[src/rtl/pipe_hazard_ctrl_pkg.sv]
// Shared types for the pipeline flow controller: FSM encodings and ID/EXE bubble.
// No logic here; constants only.
// Imported by the controller, its detector and the pipeline registers.
package pipe_hazard_ctrl_pkg;

  // Controller states; state_dbg exports these values directly.
  typedef enum logic [1:0] {
    ST_RUN        = 2'd0,
    ST_LOAD_STALL = 2'd1,
    ST_MEM_WAIT   = 2'd2
  } state_e;

  // Width of the load-use bubble counter (covers LOAD_STALLS up to 3).
  localparam int LU_CNT_W = 2;

  // Control fields of the ID/EXE register that must be cleared for a bubble.
  typedef struct packed {
    logic       reg_write;
    logic       mem_write;
    logic [4:0] num_write;
  } id_exe_ctrl_t;

  // What ID/EXE loads when id_exe_flush is high.
  localparam id_exe_ctrl_t ID_EXE_BUBBLE = '{reg_write: 1'b0, mem_write: 1'b0, num_write: 5'd0};

endpackage

[src/rtl/pipe_hazard_ctrl_load_use_detect.sv]
// Load-use hazard detector: ID reads a register the load in EXE is about to write.
// Purely combinational, zero latency.
// No backpressure; the controller decides what to do with lu_hit.
module load_use_detect (
  input  logic [4:0] rs_ID,
  input  logic [4:0] rt_ID,
  input  logic       use_rs_ID,
  input  logic       use_rt_ID,
  input  logic       mem_read_EXE,
  input  logic [4:0] num_write_EXE,
  output logic       lu_hit
);

  logic rs_match;
  logic rt_match;

  // Register $0 is never a real destination, so it never creates a hazard.
  always_comb begin
    rs_match = use_rs_ID && (rs_ID == num_write_EXE);
    rt_match = use_rt_ID && (rt_ID == num_write_EXE);
    lu_hit   = mem_read_EXE && (num_write_EXE != 5'd0) && (rs_match || rt_match);
  end

endmodule

[src/rtl/pipe_hazard_ctrl.sv]
// Pipeline flow controller: stall/flush/freeze decisions plus saturating perf counters.
// Control outputs are combinational from registered state and current inputs (0 cycles).
// Memory wait freezes the whole front end; load-use stalls PC and IF/ID only.
module pipe_hazard_ctrl
  import pipe_hazard_ctrl_pkg::*;
#(
  parameter int LOAD_STALLS = 2,
  parameter int PERF_WIDTH  = 32
) (
  input  logic                  clock,
  input  logic                  reset,
  input  logic [4:0]            rs_ID,
  input  logic [4:0]            rt_ID,
  input  logic                  use_rs_ID,
  input  logic                  use_rt_ID,
  input  logic                  mem_read_EXE,
  input  logic [4:0]            num_write_EXE,
  input  logic                  redirect_EXE,
  input  logic                  mem_access_MEM,
  input  logic                  dm_ready,
  output logic                  pc_en,
  output logic                  if_id_en,
  output logic                  id_exe_en,
  output logic                  exe_mem_en,
  output logic                  mem_wb_en,
  output logic                  if_id_flush,
  output logic                  id_exe_flush,
  output logic                  mem_wb_flush,
  output logic [PERF_WIDTH-1:0] stall_count,
  output logic [PERF_WIDTH-1:0] flush_count,
  output logic [1:0]            state_dbg
);

  localparam logic [LU_CNT_W-1:0] LU_INIT = LU_CNT_W'(LOAD_STALLS - 1);

  state_e                state_q, state_d, eff_state;
  logic [LU_CNT_W-1:0]   lu_cnt_q, lu_cnt_d;
  logic [PERF_WIDTH-1:0] stall_count_q, stall_count_d;
  logic [PERF_WIDTH-1:0] flush_count_q, flush_count_d;
  logic                  lu_hit;
  logic                  mem_wait;
  logic                  lu_active;

  load_use_detect u_lu_detect (
    .rs_ID         (rs_ID),
    .rt_ID         (rt_ID),
    .use_rs_ID     (use_rs_ID),
    .use_rt_ID     (use_rt_ID),
    .mem_read_EXE  (mem_read_EXE),
    .num_write_EXE (num_write_EXE),
    .lu_hit        (lu_hit)
  );

  // Priority decode: memory wait, then redirect, then load-use, then normal flow.
  // The release cycle of a memory wait is decoded as the state it returns to, so a
  // held EXE load or an owed bubble is honoured on that very cycle.
  always_comb begin
    mem_wait     = mem_access_MEM && !dm_ready;
    eff_state    = state_q;
    if (state_q == ST_MEM_WAIT) begin
      eff_state = (lu_cnt_q != '0) ? ST_LOAD_STALL : ST_RUN;
    end
    lu_active    = ((eff_state == ST_RUN) && lu_hit) ||
                   ((eff_state == ST_LOAD_STALL) && (lu_cnt_q != '0));
    pc_en        = 1'b1;
    if_id_en     = 1'b1;
    id_exe_en    = 1'b1;
    exe_mem_en   = 1'b1;
    mem_wb_en    = 1'b1;
    if_id_flush  = 1'b0;
    id_exe_flush = 1'b0;
    mem_wb_flush = 1'b0;
    state_d      = ST_RUN;
    lu_cnt_d     = lu_cnt_q;
    if (mem_wait) begin
      pc_en        = 1'b0;
      if_id_en     = 1'b0;
      id_exe_en    = 1'b0;
      exe_mem_en   = 1'b0;
      mem_wb_flush = 1'b1;
      state_d      = ST_MEM_WAIT;
    end else if (redirect_EXE) begin
      if_id_flush  = 1'b1;
      id_exe_flush = 1'b1;
      lu_cnt_d     = '0;
    end else if (lu_active) begin
      pc_en        = 1'b0;
      if_id_en     = 1'b0;
      id_exe_flush = 1'b1;
      lu_cnt_d     = (eff_state == ST_RUN) ? LU_INIT : lu_cnt_q - 1'b1;
      state_d      = (lu_cnt_d != '0) ? ST_LOAD_STALL : ST_RUN;
    end
    // While reset is held the pipeline must neither advance nor flush.
    if (!reset) begin
      pc_en        = 1'b0;
      if_id_en     = 1'b0;
      id_exe_en    = 1'b0;
      exe_mem_en   = 1'b0;
      mem_wb_en    = 1'b0;
      if_id_flush  = 1'b0;
      id_exe_flush = 1'b0;
      mem_wb_flush = 1'b0;
    end
  end

  // Saturating counters: stall cycles (pc held) and flush cycles (IF/ID squashed).
  always_comb begin
    stall_count_d = stall_count_q;
    flush_count_d = flush_count_q;
    if (!pc_en && !(&stall_count_q)) begin
      stall_count_d = stall_count_q + PERF_WIDTH'(1);
    end
    if (if_id_flush && !(&flush_count_q)) begin
      flush_count_d = flush_count_q + PERF_WIDTH'(1);
    end
  end

  // State, bubble counter and perf counters; reset drops straight back to RUN.
  always_ff @(posedge clock or negedge reset) begin
    if (!reset) begin
      state_q       <= ST_RUN;
      lu_cnt_q      <= '0;
      stall_count_q <= '0;
      flush_count_q <= '0;
    end else begin
      state_q       <= state_d;
      lu_cnt_q      <= lu_cnt_d;
      stall_count_q <= stall_count_d;
      flush_count_q <= flush_count_d;
    end
  end

  assign stall_count = stall_count_q;
  assign flush_count = flush_count_q;
  assign state_dbg   = state_q;

endmodule

[config.mk]
export PLATFORM = sky130hd
export DESIGN_NAME = pipe_hazard_ctrl
export DESIGN_NICKNAME = d
export VERILOG_FILES = /design/src/rtl/pipe_hazard_ctrl_pkg.sv /design/src/rtl/pipe_hazard_ctrl_load_use_detect.sv /design/src/rtl/pipe_hazard_ctrl.sv
export SDC_FILE = /design/constraint.sdc
export NUM_CORES = 1
export LEC_CHECK = 0
export BUFFER_PORTS_ARGS = -buffer_cell sky130_fd_sc_hd__buf_2
export CORE_MARGIN = 5
export CORE_UTILIZATION = 49
export CTS_BUF_LIST = sky130_fd_sc_hd__clkbuf_8
export CTS_CLUSTER_DIAMETER = 100
export DETAILED_ROUTE_END_ITERATION = 8
export GPL_TIMING_DRIVEN = 0
export PLACE_DENSITY = 0.86
export SKIP_CTS_REPAIR_TIMING = 1
export SYNTH_ARGS = -nofsm -noshare
export SYNTH_HDL_FRONTEND = slang
export SYNTH_SLANG_ARGS = --single-unit
export TNS_END_PERCENT = 30
[constraint.sdc]
create_clock -name clock -period 1.8 [get_ports clock]
set_input_delay 0.18 -clock clock [delete_from_list [all_inputs] [get_ports clock]]
set_output_delay 0.18 -clock clock [all_outputs]
set_load 0.01 [all_outputs]
==> results of run 1 <==
==> worst max-delay path by stage <==
stage,end,slack [ps]
global route,stall_count[15],-600
global placement,flush_count[8],-1390
finish,stall_count[15],-430
detailed placement,flush_count[8],-800
floorplan,flush_count[1],-170
CTS,pc_en,-560
==> cell usage in the layout (no fill, tap or decap), types with 3 or more instances in the layout <==
master,instances
nand2_1,27
xor2_1,45
inv_1,14
nand3_1,19
nand4_1,10
buf_4,46
and2_1,4
and3_1,5
nor2_2,5
nand3_2,4
buf_2,94
clkbuf_16,3
and3_4,3
buf_6,4
clkbuf_8,11
nor3_4,11
nor4_4,6
dfrtp_2,10
bufinv_16,3
nor2_1,17
xnor2_1,27
dfrtp_1,58
nor3_1,4
nor4b_4,5
buf_12,4
nor3_2,8
==> metal layers <==
metal / GRT usage / share of wire / routed length (µm)
met2: 0.3257 / 0.53 / 5583
met5: 0 / 0 / 0
met4: 0.06971 / 0.025 / 267
met3: 0.03586 / 0.055 / 583
met1: 0.2491 / 0.39 / 4116
==> sequential cells by signal, summed over array words and instances (netlist names) <==
name,count
flush_count,32
stall_count,32
lu_cnt_q,2
state_dbg,2
==> Yosys cell counts (4+ instances only) <==
master,n
and2_1,4
and3_1,7
buf_2,5
buf_4,4
dfrtp_1,68
inv_1,14
nand2_1,29
nand3_1,25
nand4_1,10
nor2_1,23
nor3_1,22
nor4_1,7
nor4b_1,6
xnor2_1,27
xor2_1,45
==> layout make-up <==
type | instances | area [µm²]
Tap cell | 96 | 120.1
Clock buffer | 11 | 151.4
Inverter | 14 | 52.55
Timing Repair Buffer | 142 | 899.6
Sequential cell | 68 | 1714
Buffer | 10 | 131.4
Multi-Input combinational cell | 248 | 2203
Clock inverter | 5 | 98.84
Fill cell | 439 | 1498
==> per-stage QoR <==
| step | setup WS [ps] | cell area, µm² |
|---|---|---|
| 6_report | -425.4 | 5371 |
| 2_1_floorplan | -174.8 | 3685 |
| 3_5_place_dp | -796.7 | 4288 |
| 5_1_grt | -595.8 | 5371 |
| 3_3_place_gp | -1385 | 4285 |
| 4_1_cts | -558.2 | 4538 |
==> report_power, final <==
group	leakage, nW	total, W	switching [W]	internal, W
combinational	1.52	0.00159	0.000801	0.000788
clock	0.131	0.00158	0.000587	0.000989
sequential	0.826	0.00217	0.000372	0.00179
==> worst max-delay path: cells and delay by family (launching register included) <==
| kind | cells | cell delay [ps] |
|---|---|---|
| DFF | 1 | 410 |
| adders and majority gates | 1 | 200 |
| AOI/OAI and AO/OA | 3 | 550 |
| xor gates and xnor gates | 1 | 220 |
| and+or+nand+nor | 1 | 320 |
| buffers and inverters | 4 | 420 |
==> kinds of logic after synthesis <==
family,Yosys count
simple gates,155
fa+ha+maj,3
xor+xnor,72
buf+inv,24
compound gates,16
mux,2
flops,68
==> insert_results.sql, run 1 <==
INSERT INTO impl_metrics (metric_group, metric, value, unit) VALUES
('global_route', 'vias_in_the_first_global_route', '2968', ''),
('setup_path', 'cpPeakStageDelay', '410', 'ps'),
('drt', 'dr_total_vias', '3273', ''),
('synthesis', 'synth.yosys.warnings', '0', ''),
('outcome', 'run_status', 'complete, but fails checks', ''),
('power', 'power_dens_cells', '992.2', 'nW/µm²'),
('setup_path', 'slowest_stage', 'dfrtp_1', ''),
('flow_run', 'cap_viol_max_count', '0', ''),
('floorplanning', 'fp.coreArea', '6869', 'µm²'),
('outcome', 'violations', 'negative hold slack, negative setup slack', ''),
('floorplanning', 'initial_core_util', '0.5098', ''),
('final_layout', 'layout-drive-gt1-share', '0.5020', ''),
('cts', 'ctsHtreeMaxLevel', '3', ''),
('sta', 'final.setup_skew', '9.702', 'ps'),
('sta', 'finalWorstPathRequiredPeriod', '2225', 'ps'),
('synthesis', 'ffs_w_async_s_r_synth', '1.000', ''),
('worst_hold_path', 'hold_path_class', 'primary input to asynchronous set/reset pin', ''),
('final_layout', 'post_layout_nonfiller_instances', '594', ''),
('synthesis', 'synth_area_per_cell', '10.30', 'µm²'),
('placement', 'routability_congestion', '0.8517', ''),
('floorplanning', 'die_area', '8938', 'µm²'),
('setup_path', 'worst_reg2reg_path_endpoint', 'stall_count[15]', ''),
('sta', 'post_route_fraction_of_the_period_consumed_by_the_critical_path', '1.236', ''),
('sta', 'count_of_endpoints_failing_hold_in_the_final_timing_report', '68', ''),
('synthesis', 'synth_top_area_share', '0.4859', ''),
('power', 'vdd.ir_drop.worst', '0.6586', 'mV'),
('synthesis', 'seq_area_frac_synth', '0.4859', ''),
('sta', 'setup_viol', '64', ''),
('setup_path', 'cp-end-kind', 'register', ''),
('synthesis', 'synth_mux_area_frac', '0.007503', ''),
('synthesis', 'netlist_instances', '340', ''),
('setup_path', 'worst_ep_arrival_time', '2480', 'ps'),
('sta', 'tns', '-14490', 'ps'),
('global_route', 'grt_antenna_before_repair', '0', ''),
('drt', 'antenna_violating_nets_post_route', '0', ''),
('placement', 'place_inst', '532', ''),
('cts', 'tritoncts', 'done', ''),
('drt', 'drt_pre_antenna_iters', '4', ''),
('setup_path', 'r2r_cells', '10', ''),
('setup_path', 'timing.rr.start', 'lu_cnt_q[0]', ''),
('cts', 'insertion_delay', '350', 'ps'),
('synthesis', 'post_synth_edffs', '0', ''),
('synthesis', 'synth_fa_ha_area_frac', '0.01072', ''),
('cts', 'cts.sink_count', '68', ''),
('cts', 'ctsRootBufferMaster', 'clkbuf_8', ''),
('sta', 'tightest_slew', '415.1', 'ps'),
('cts', 'cts.path.max_buffers', '2', ''),
('synthesis', 'synth-xor-area-share', '0.1801', ''),
('setup_path', 'crit_required', '2060', 'ps'),
('final_layout', 'synthToLayoutAreaGrowth', '53.38', '%'),
('drt', 'avgRoutedWirePerCell', '17.76', 'µm'),
('floorplanning', 'floorplan.rows', '30', ''),
('drt', 'routed_wirelength', '10.55', 'mm'),
('setup_path', 'worstPathCellList', 'inv_1, ha_2, inv_2, a21oi_2, o311a_1, a31oi_4, buf_4, buf_12, nor4_2, xor2_1', ''),
('global_route', 'grt_start_max_net_pins', '74', ''),
('setup_path', 'crit_type', 'register to register', ''),
('synthesis', 'synth_top_area_cell', 'dfrtp_1', ''),
('sta', 'rsz0062_at_grt', 'yes', ''),
('final_layout', 'diodes', '0', ''),
('final_layout', 'nNetsFinal', '519', ''),
('power', 'cellLeakagePower', '2.478', 'nW'),
('synthesis', 'dominant_combinational_cell_family_by_area_after_synthesis', 'simple AND/OR/NAND/NOR gates', ''),
('sta', 'hold-worst-slack', '-280.9', 'ps'),
('synthesis', 'total_of_flip_flops_plus_latches_after_synthesis', '68', ''),
('synthesis', 'synth-simple-area-share', '0.2497', ''),
('synthesis', 'library_cells_used_by_synthesis', '45', ''),
('sta', 'timing.max_slew.rel_slack', '0.7209', ''),
('synthesis', 'syn-num-nets', '366', ''),
('sta', 'layout_setup_ws', '-425.4', 'ps'),
('floorplanning', 'die_w', '94.54', 'µm'),
('global_route', 'grt_first_pass_wirelength', '13.79', 'mm');
No activity file was read; power rests on OpenSTA's default activity.
==> run 2, diff against run 1 <==
==> constraint.sdc (replaced) <==
create_clock -name clock -period 1.8 [get_ports clock]
set_input_delay 0.09 -clock clock [delete_from_list [all_inputs] [get_ports clock]]
set_output_delay 0.09 -clock clock [all_outputs]
set_load 0.01 [all_outputs]
==> insert_results.sql, run 2 (same netlist as run 1, synthesis figures left out) <==
INSERT INTO impl_metrics (metric_group, metric, value, unit) VALUES
('setup_path', 'slowest_stage', 'dfrtp_1', ''),
('drt', 'drt_pre_antenna_iters', '4', ''),
('outcome', 'violations', 'negative hold slack, negative setup slack', ''),
('cts', 'insertion_delay', '340', 'ps'),
('drt', 'dr_total_vias', '3179', ''),
('worst_hold_path', 'hold_path_class', 'primary input to asynchronous set/reset pin', ''),
('cts', 'cts.sink_count', '68', ''),
('final_layout', 'synthToLayoutAreaGrowth', '49.45', '%'),
('global_route', 'grt_start_max_net_pins', '74', ''),
('final_layout', 'layout.core_utilization', '0.7619', ''),
('sta', 'hold-worst-slack', '-314.0', 'ps'),
('drt', 'avgRoutedWirePerCell', '17.17', 'µm'),
('placement', 'hpwl', '6.036', 'mm'),
('drt', 'drcViolationCount', '0', ''),
('setup_path', 'startpoint_type', 'register', ''),
('cts', 'tritoncts', 'done', ''),
('power', 'power.total', '0.005181', 'W'),
('sta', 'layout_setup_ws', '-455.6', 'ps'),
('setup_path', 'path_buf_inv', '3', ''),
('final_layout', 'final_design_area_no_fill', '5234', 'µm²'),
('final_layout', 'layout.cells.most_common', 'buf_2', ''),
('floorplanning', 'initial_core_util', '0.5098', ''),
('setup_path', 'worstPathCellList', 'inv_1, ha_2, inv_2, a21oi_2, o311a_1, a31oi_4, buf_6, nor4b_2, xor2_1', ''),
('setup_path', 'r2r_cells', '9', ''),
('global_route', 'grt_use_total', '0.1934', ''),
('sta', 'setup_viol', '64', ''),
('sta', 'tightest_slew', '526.9', 'ps'),
('cts', 'ctsHtreeMaxLevel', '3', ''),
('setup_path', 'setup.reg_to_reg.worst_slack', '-460', 'ps'),
('global_route', 'grt_first_pass_wirelength', '13.79', 'mm'),
('sta', 'final.setup_skew', '10.11', 'ps'),
('drt', 'routed_wirelength', '10.10', 'mm'),
('power', 'cellLeakagePower', '2.432', 'nW'),
('outcome', 'run_status', 'complete, but fails checks', ''),
('placement', 'routability_congestion', '0.8517', ''),
('power', 'vdd.ir_drop.worst', '0.6935', 'mV'),
('cts', 'cts.path.max_buffers', '2', ''),
('sta', 'post_route_fraction_of_the_period_consumed_by_the_critical_path', '1.253', ''),
('global_route', 'grt_antenna_before_repair', '0', ''),
('setup_path', 'crit_type', 'register to register', ''),
('sta', 'fmax', '0.4433', 'GHz'),
('floorplanning', 'die_w', '94.54', 'µm'),
('final_layout', 'layout-drive-gt1-share', '0.5000', ''),
('cts', 'cts_inserted_buffers', '9', ''),
('placement', 'numPortBuffers', '96', ''),
('global_route', 'vias_in_the_first_global_route', '2968', ''),
('sta', 'number_of_pins_exceeding_their_max_slew_limit_in_the_final_report', '0', ''),
('setup_path', 'timing.critical_path.max_delay_family', 'compound AO/OA/AOI/OAI gates', ''),
('global_route', 'grt_overflow_total', '0', ''),
('drt', 'dr.first_iter.drc_count', '105', ''),
('setup_path', 'timing.rr.start', 'lu_cnt_q[0]', ''),
('sta', 'rsz0062_at_grt', 'yes', ''),
('placement', 'detailed_place.area', '4288', 'µm²'),
('final_layout', 'final_cell_mix', 'buf_2, dfrtp_1, xor2_1', ''),
('sta', 'timing.max_slew.rel_slack', '0.6487', ''),
('setup_path', 'crit_required', '2050', 'ps'),
('sta', 'count_of_endpoints_failing_hold_in_the_final_timing_report', '68', ''),
('setup_path', 'critical_path_peak_fanout', '10', ''),
('setup_path', 'worst_ep_arrival_time', '2510', 'ps'),
('flow_run', 'cap_viol_max_count', '0', ''),
('floorplanning', 'die_h', '94.54', 'µm'),
('drt', 'drt-vias-per-instance', '5.406', ''),
('floorplanning', 'fp.coreArea', '6869', 'µm²'),
('setup_path', 'cpPeakStageDelay', '420', 'ps'),
('floorplanning', 'num_io_pins', '97', ''),
('final_layout', 'diodes', '0', ''),
('sta', 'finalWorstPathRequiredPeriod', '2256', 'ps'),
('floorplanning', 'floorplan.rows', '30', ''),
('floorplanning', 'die_area', '8938', 'µm²'),
('cts', 'ctsRootBufferMaster', 'clkbuf_8', ''),
('setup_path', 'cp-end-kind', 'register', ''),
('cts', 'clk_pin_slew_worst_paths', '70', 'ps'),
('power', 'power_dens_cells', '989.9', 'nW/µm²'),
('setup_path', 'worst_reg2reg_path_endpoint', 'stall_count[21]', ''),
('final_layout', 'nNetsFinal', '513', ''),
('drt', 'antenna_violating_nets_post_route', '0', '');
## run 2: changes by cell type in the layout (fill, tap and decap cells not counted), sizes merged
| cell | change |
|---|---|
| buf | -5 |
| clkbuf | -1 |
## run 2: power breakdown
part | internal (W) | leakage, nW | switching [W]
sequential | 0.00180 | 0.825 | 0.000353
combinational | 0.000730 | 1.48 | 0.000739
clock | 0.000989 | 0.131 | 0.000574
## run 2: per-layer routing
metal	track usage	part of all wire
met1	0.2491	0.39
met2	0.3257	0.53
met3	0.03586	0.052
met4	0.06971	0.029
met5	0	0
## run 2: final cells by class
class / count / area [µm²]
clock buffers: 11 / 151.4
well taps: 96 / 120.1
clock inverters: 5 / 98.84
plain buffers: 10 / 122.6
multi-input cells: 248 / 2141
repair buffers: 136 / 832.0
inverters: 14 / 52.55
flip-flops and latches: 68 / 1715
fillers: 457 / 1635
## run 2: metrics by stage
| step | hold slack, ps | TNS, ps | setup WS [ps] | instances |
|---|---|---|---|---|
| floorplan | -205.6 | -4116 | -174.8 | 340 |
| global placement | 471.6 | -54910 | -1295 | 532 |
| detailed placement | 273.7 | -21670 | -706.7 | 532 |
| CTS | -94.62 | -15380 | -425.6 | 548 |
| global route | -273.5 | -20530 | -542.0 | 588 |
| finish | -314.0 | -13010 | -455.6 | 588 |
## run 2: worst max path at each step
stage | start | endpoint | slack [ps] | depth (start not counted)
floorplan | flush_count[26] | flush_count[1] | -170 | 6
global placement | reset | flush_count[8] | -1300 | 6
detailed placement | reset | flush_count[8] | -710 | 6
CTS | lu_cnt_q[0] | pc_en | -430 | 9
global route | lu_cnt_q[0] | stall_count[21] | -540 | 9
finish | lu_cnt_q[0] | stall_count[21] | -460 | 9
